`src/rtl/ray_dir_gen.sv`:
```
// Per-column ray direction generator: ray_dir = dir + plane * cameraX (signed Q8.8).
// Walks columns 0..NUM_COLS-1, 3 cycles per column, and holds each result until the consumer accepts it.
module ray_dir_gen #(
    parameter int NUM_COLS = 320,
    parameter int COL_W    = 9,
    parameter int FRAC     = 8
) (
    input  logic             clk,
    input  logic             rst_n,
    input  logic             start,
    input  logic [15:0]      dir_x,
    input  logic [15:0]      dir_y,
    input  logic [15:0]      plane_x,
    input  logic [15:0]      plane_y,
    output logic [COL_W-1:0] rom_addr,
    input  logic [15:0]      rom_data,
    output logic             out_valid,
    input  logic             out_ready,
    output logic [COL_W-1:0] out_col,
    output logic [15:0]      ray_dir_x,
    output logic [15:0]      ray_dir_y,
    output logic             busy,
    output logic             done
);

    typedef enum logic [1:0] {S_IDLE, S_FETCH, S_CALC, S_OUT} state_t;

    localparam logic [COL_W-1:0] LAST_COL = COL_W'(NUM_COLS - 1);

    state_t           state_q, state_d;
    logic [COL_W-1:0] col_q, col_d;
    logic [COL_W-1:0] rom_addr_q, rom_addr_d;
    logic [15:0]      dir_x_q, dir_x_d, dir_y_q, dir_y_d;
    logic [15:0]      plane_x_q, plane_x_d, plane_y_q, plane_y_d;
    logic [15:0]      ray_x_q, ray_x_d, ray_y_q, ray_y_d;
    logic [COL_W-1:0] out_col_q, out_col_d;
    logic             out_valid_q, out_valid_d;
    logic             done_q, done_d;

    // Operands are sign-extended to full product width so the multiply is exact.
    logic signed [31:0] plane_x_ext, plane_y_ext, cam_ext;
    logic signed [31:0] prod_x, prod_y;
    logic [15:0]        sum_x, sum_y;
    logic               unused_prod_bits;

    assign plane_x_ext = {{16{plane_x_q[15]}}, plane_x_q};
    assign plane_y_ext = {{16{plane_y_q[15]}}, plane_y_q};
    assign cam_ext     = {{16{rom_data[15]}}, rom_data};
    assign prod_x      = plane_x_ext * cam_ext;
    assign prod_y      = plane_y_ext * cam_ext;

    // Bit-slicing the product is an arithmetic shift that rounds toward -inf; the add wraps mod 2^16.
    assign sum_x = dir_x_q + prod_x[FRAC+15:FRAC];
    assign sum_y = dir_y_q + prod_y[FRAC+15:FRAC];

    assign unused_prod_bits = ^{prod_x[31:FRAC+16], prod_x[FRAC-1:0],
                                prod_y[31:FRAC+16], prod_y[FRAC-1:0]};

    always_comb begin
        state_d     = state_q;
        col_d       = col_q;
        rom_addr_d  = rom_addr_q;
        dir_x_d     = dir_x_q;
        dir_y_d     = dir_y_q;
        plane_x_d   = plane_x_q;
        plane_y_d   = plane_y_q;
        ray_x_d     = ray_x_q;
        ray_y_d     = ray_y_q;
        out_col_d   = out_col_q;
        out_valid_d = out_valid_q;
        done_d      = 1'b0;

        case (state_q)
            S_IDLE: begin
                if (start) begin
                    dir_x_d    = dir_x;
                    dir_y_d    = dir_y;
                    plane_x_d  = plane_x;
                    plane_y_d  = plane_y;
                    col_d      = '0;
                    rom_addr_d = '0;
                    state_d    = S_FETCH;
                end
            end
            S_FETCH: begin
                state_d = S_CALC;
            end
            S_CALC: begin
                ray_x_d     = sum_x;
                ray_y_d     = sum_y;
                out_col_d   = col_q;
                out_valid_d = 1'b1;
                state_d     = S_OUT;
            end
            S_OUT: begin
                if (out_ready) begin
                    out_valid_d = 1'b0;
                    if (col_q == LAST_COL) begin
                        done_d  = 1'b1;
                        state_d = S_IDLE;
                    end else begin
                        col_d      = col_q + COL_W'(1);
                        rom_addr_d = col_q + COL_W'(1);
                        state_d    = S_FETCH;
                    end
                end
            end
            default: begin
                state_d = S_IDLE;
            end
        endcase
    end

    always_ff @(posedge clk or negedge rst_n) begin
        if (!rst_n) begin
            state_q     <= S_IDLE;
            col_q       <= '0;
            rom_addr_q  <= '0;
            dir_x_q     <= '0;
            dir_y_q     <= '0;
            plane_x_q   <= '0;
            plane_y_q   <= '0;
            ray_x_q     <= '0;
            ray_y_q     <= '0;
            out_col_q   <= '0;
            out_valid_q <= 1'b0;
            done_q      <= 1'b0;
        end else begin
            state_q     <= state_d;
            col_q       <= col_d;
            rom_addr_q  <= rom_addr_d;
            dir_x_q     <= dir_x_d;
            dir_y_q     <= dir_y_d;
            plane_x_q   <= plane_x_d;
            plane_y_q   <= plane_y_d;
            ray_x_q     <= ray_x_d;
            ray_y_q     <= ray_y_d;
            out_col_q   <= out_col_d;
            out_valid_q <= out_valid_d;
            done_q      <= done_d;
        end
    end

    assign rom_addr  = rom_addr_q;
    assign out_valid = out_valid_q;
    assign out_col   = out_col_q;
    assign ray_dir_x = ray_x_q;
    assign ray_dir_y = ray_y_q;
    assign busy      = (state_q != S_IDLE);
    assign done      = done_q;

endmodule

```
`config.mk`:
```
export PLATFORM = sky130hd
export DESIGN_NAME = ray_dir_gen
export DESIGN_NICKNAME = d
export VERILOG_FILES = /design/src/rtl/ray_dir_gen.sv
export SDC_FILE = /design/constraint.sdc
export NUM_CORES = 1
export LEC_CHECK = 0
export CAP_MARGIN = 0
export CORE_MARGIN = 1.5
export CORE_UTILIZATION = 30
export DETAILED_ROUTE_END_ITERATION = 8
export GPL_ROUTABILITY_DRIVEN = 0
export PLACE_DENSITY = 0.48
export SYNTH_ARGS = -nofsm -noshare
export SYNTH_HDL_FRONTEND = slang
export SYNTH_SLANG_ARGS = --single-unit
```
`constraint.sdc`:
```
create_clock -name clk -period 9 [get_ports clk]
set_clock_uncertainty 0.2 [all_clocks]
set_input_delay 1.8 -clock clk [delete_from_list [all_inputs] [get_ports clk]]
set_output_delay 1.8 -clock clk [all_outputs]
set_load 0.005 [all_outputs]
```
==> metrics.txt, run 1 <==
status finished clean; Core Rows 95; CP endpoint ray_dir_y[15]; uppermost layer routed met4; PortBufs 136; post-synth top area share 0.365; ys async rst share 1.00; Register Area slightly below 0.003 sq mm; Syn Area/Cell 9.52 sq um; die width 264 um; nets 3047; Final Util 0.370; area of the multi-input gates 0.0154 sq mm; slowest CP cell fa_1; Post-synth EDFFs 0; worst reg2reg startpoint plane_y_q[9]; Total GRT Usage 0.156; initial drt markers around 450; register area share after synthesis 0.144; Worst R2R End ray_dir_y[15]; Initial Utilization 0.304; final WL 51300 um; Synth area leader fa_1; relative slew slack 0.418; crit start category primary input; met2 wire len 25300 um; core area 0.0674 sq mm; Least-Margin Pin Slew 0.873 ns; minimum clock period around 8.7 ns; Worst setup EP type flip-flop; Setup-failing EPs final 0; initial antenna violation count 4; RSZ-0062 raised after global routing false; Num Clock Sinks 118; routed wl met3 1470 um; worst skew pair latency 0.49 ns; number of buffers inserted by hold repair at cts 0; Crit path largest cell delay 0.56 ns; synth warn 0; Top Ports 137; vias in the first global route 16100; Die ar. 0.0699 sq mm; hold path depth 2; Most used DFF post-synth dfrtp_1; critical path peak fanout 14; post-DR wirelength/cell 15.6 um; first-pass GRT wire length 85500 um; Cells after Synth 2152; vias 14600; Max Cap Viol 0; area grow syn2layout 21.8%; top cells by area, synth fa_1 37%, dfrtp_1 14%, ha_1 11%, inv_1 9.1%, and2_1 6.4%; drt drc 0; clk slew on worst S/H paths 0.06 ns; Crit Path Class in2reg; CP arrival between 8 and 9 ns; TritonCTS clock tree yes; crit path from rom_data[6]; CTS H-tree depth 4; Root Buffer clkbuf_16; clk buf depth 2; WL met1 23500 um; worst hold path class reg2reg; vias per cell 4.41; period utilization 0.966; Seq cells post-synth 118; Num CTS Buffers 17; layout cell share with drive strength beyond 1 0.141; First-pass DRT Iterations 4; Die Span Y approximately 260 um; Syn Nets between 2000 and 3000; Synth cell types 53; dpl hpwl roughly 42000 um; Crit path top cell by count fa_1; Fmax 115 MHz; Congestion Overflow GR 0; reg2reg path depth 27; final hold vios 0; CP required 9.16 ns; Synth Cell Area 0.0205 sq mm; Antenna Nets Post-Route 0; maximum number of pins on one net before global-route repair 63; setup_tns 0 ns; max-slew violations 0; FILL cells 6743; worst reg-to-reg setup slack 1.31 ns
-- Yosys cell counts, types with 18 or more instances --
library cell  count
a21oi_1          32
and2_1          210
clkbuf_1         82
dfrtp_1         118
fa_1            374
ha_1            177
inv_1           495
mux2_2           95
nand2_1         249
nor2_1           54
o21ai_0          25
xnor2_1          79
xor2_1           18
-- metal layers --
| metal | up-vias | global-route usage |
|---|---|---|
| met4 | 0 | 0.0472 |
| met5 | - | 0 |
| met2 | 216 | 0.267 |
| li1 | 6952 | - |
| met1 | 7333 | 0.201 |
| met3 | 54 | 0.0259 |
-- through the flow --
| step | std cells | instance area (sq um) | hold WS, ns | setup slack [ns] |
|---|---|---|---|---|
| after floorplan | 2152 | 20500 | 0.275 | 0.179 |
| after global placement | 3261 | 24200 | 0.285 | -0.406 |
| after detailed placement | 3261 | 24200 | 0.273 | -0.411 |
| after CTS | 3291 | 24800 | 0.299 | 0.0916 |
| after global routing | 3298 | 25000 | 0.323 | 0.000987 |
| final | 3298 | 25000 | 0.288 | 0.307 |
-- cell type report --
type / instances / area share
Multi-Input combinational cell: 1452 / 0.618
Timing Repair Buffer: 326 / 0.121
Sequential cell: 118 / 0.118
Inverter: 497 / 0.0747
Tap cell: 873 / 0.0438
Clock buffer: 22 / 0.0194
Clock inverter: 8 / 0.00396
Antenna cell: 2 / 0.000200
-- sequential cells by signal, indices dropped and copies added (netlist names) --
register	count
dir_x_q	16
rom_addr	9
ray_dir_y	16
done	1
ray_dir_x	16
plane_x_q	16
out_valid	1
plane_y_q	16
dir_y_q	16
state_q	2
out_col	9
-- worst min-delay path by stage --
stage,slack (ns),startpoint,to
floorplan,0.28,ray_dir_y[9],ray_dir_y[9]
global placement,0.29,ray_dir_y[5],ray_dir_y[5]
detailed placement,0.27,ray_dir_x[10],ray_dir_x[10]
CTS,0.30,ray_dir_x[9],ray_dir_x[9]
global route,0.32,ray_dir_y[10],ray_dir_y[10]
finish,0.29,ray_dir_x[9],ray_dir_x[9]
-- cell families after synthesis --
kind of cell               after synthesis  share of synthesized area
AOI/OAI and AO/OA                      125                     0.0408
xor gates and xnor gates                97                     0.0414
adders and majority gates              551                      0.473
buffers and inverters                  582                      0.107
DFF                                    118                      0.144
muxes                                   97                     0.0534
and+or+nand+nor                        582                      0.140
-- worst max-delay path: cells and delay by family --
kind	cells	cell delay, ns
buf+inv	6	0.81
simple gates	4	0.93
xor+xnor	2	0.29
fa+ha+maj	8	3.53
compound gates	9	1.23
mux	1	0.25
-- what timing repair did --
item,in CTS,in global routing
setup buffers,0,3
resized for setup,0,23
endpoints found under the setup margin,0,7
-- cells in the final DEF, fill, tap and decap left out, types with 4 or more instances in the layout --
cell             count
a211oi_1             7
a21o_1              12
a21oi_1             29
a31oi_1              4
and2_1             210
and3_1               6
buf_12              15
buf_4              171
clkbuf_16           19
clkbuf_8             4
clkdlybuf4s50_1    131
dfrtp_1            118
dlymetal6s2s_1       4
fa_1               372
ha_1               175
inv_1              495
mux2_2              95
nand2_1            247
nand2b_1            11
nand3_1              7
nand4_1              6
nor2_1              54
nor2b_1              5
nor3_1              16
o211ai_1             6
o21a_1              10
o21ai_0             21
o21bai_1             6
or3_1                7
xnor2_1             79
xor2_1              18
Power of run 1 is left out: the tool's default activity adds up to more than one toggle a clock period on the data nets, which glitch-free logic cannot reach.
==> run 2, diff against run 1 <==
--- a/config.mk
+++ b/config.mk
@@ -5,12 +5,13 @@
 export SDC_FILE = /design/constraint.sdc
 export NUM_CORES = 1
 export LEC_CHECK = 0
+export ABC_CLOCK_PERIOD_IN_PS = 9000
 export CAP_MARGIN = 0
 export CORE_MARGIN = 1.5
-export CORE_UTILIZATION = 30
+export CORE_UTILIZATION = 48
 export DETAILED_ROUTE_END_ITERATION = 8
 export GPL_ROUTABILITY_DRIVEN = 0
-export PLACE_DENSITY = 0.48
+export PLACE_DENSITY = 0.69
 export SYNTH_ARGS = -nofsm -noshare
 export SYNTH_HDL_FRONTEND = slang
 export SYNTH_SLANG_ARGS = --single-unit
==> metrics.txt, run 2 (synthesized netlist as in run 1, its figures left out) <==
vias 14700; crit start category primary input; period utilization 0.968; Setup-failing EPs final 0; Die ar. 0.0440 sq mm; dpl hpwl 38700 um; Setup WS pre-CTS -0.411 ns; vias per cell 5.02; minimum clock period 8.71 ns; reg2reg path depth 28; worst min-delay path startpoint ray_dir_y[9]; clk buf depth 2; Max Cap Viol 0; Num CTS Buffers 17; area of the multi-input gates 0.0154 sq mm; max-slew violations 0; Crit Path Class in2reg; final hold vios 0; Worst setup EP type flip-flop; Top Ports 137; Crit path largest cell delay 0.56 ns; first-pass GRT wire length between 80000 and 90000 um; Crit path top cell by count fa_1; most frequent cells in the layout 495 x inv_1, 373 x fa_1, 248 x nand2_1; Congestion Overflow GR 0; status finished clean; worst skew pair latency 0.48 ns; FILL cells ~3600; Core Rows 75; initial antenna violation count 1; worst hold endpoint ray_dir_y[9]; worst hold path class reg2reg; Final Util 0.576; initial drt markers 823; critical path peak fanout 13; Num Clock Sinks 118; Die Span Y 210 um; Total GRT Usage 0.232; post-DR wirelength/cell 15.8 um; CP required 9.16 ns; final WL between 40000 and 50000 um; Fmax 115 MHz; area grow syn2layout 18.2%; hold path depth 2; relative slew slack 0.244; drt drc 0; clk slew on worst S/H paths 0.06 ns; PortBufs 136; CP arrival 8.86 ns; First-pass DRT Iterations 5; Least-Margin Pin Slew 1.13 ns; maximum number of pins on one net before global-route repair 65; slowest CP cell fa_1; Initial Utilization 0.488; worst reg-to-reg setup slack 1.44 ns; final setup margin ~0.29 ns; Root Buffer clkbuf_16; Register Area 0.00295 sq mm; CTS H-tree depth 4; worst reg2reg startpoint plane_x_q[7]; commonest non-fill, non-tap cell in the layout inv_1; nets 3014; Ant. Diodes 0; Worst R2R End ray_dir_x[15]; die width 210 um; Antenna Nets Post-Route 0; core area approximately 0.042 sq mm; layout cell share with drive strength beyond 1 0.130; TritonCTS clock tree yes; vias in the first global route 16600
run 2: metrics by stage:
stage / hold WS, ns / cell area, sq um / cells / setup TNS [ns]
after floorplan: 0.275 / 20500 / 2152 / 0
after CTS: 0.290 / 24100 / 2928 / 0
after global placement: 0.276 / 23500 / 2896 / -1.06
after global routing: 0.303 / 24200 / 2931 / -0.0221
after detailed placement: 0.275 / 23500 / 2896 / -1.86
final: 0.286 / 24200 / 2931 / 0
run 2: final cells by class:
class	count	area share
clock buffer	17	0.0176
sequential	118	0.122
timing repair buffer	293	0.111
tap	539	0.0278
multi-input combinational	1452	0.637
inverter	497	0.0770
clock inverter	15	0.00811
run 2: layer usage:
layer	vias up	part of all wire	track usage	wire (um)
met5	-	0.00015	0	7
met4	2	0.018	0.0675	827
met3	67	0.050	0.0461	2330
met2	342	0.52	0.421	24300
met1	7406	0.41	0.277	18900
li1	6888	-	-	-
run 2: worst max path at each step:
stage,depth (start not counted),endpoint,startpoint,slack (ns)
4_1_cts,30,ray_dir_x[15],rom_data[3],0.09
6_report,30,ray_dir_x[15],rom_data[3],0.29
2_1_floorplan,29,ray_dir_x[15],rom_data[1],0.18
3_5_place_dp,30,ray_dir_x[15],rom_data[3],-0.41
3_3_place_gp,30,ray_dir_x[15],rom_data[4],-0.32
5_1_grt,31,ray_dir_x[14],rom_data[3],-0.02
run 2: what timing repair did:
action                     CTS  global route
gates resized for setup      1            21
hold buffers                 0             0
pin swaps                    0            15
buffers inserted             0             3
setup endpoints to repair    1             6
run 2: critical path, delay by kind of cell:
kind	cells	cell delay, ns
adder cells (fa/ha/maj)	8	3.26
AO/OA/AOI/OAI	9	1.66
buffers and inverters	6	0.95
AND/OR/NAND/NOR	4	0.63
XOR/XNOR	2	0.27
multiplexers	1	0.27
Power of run 2 is left out for the same reason.
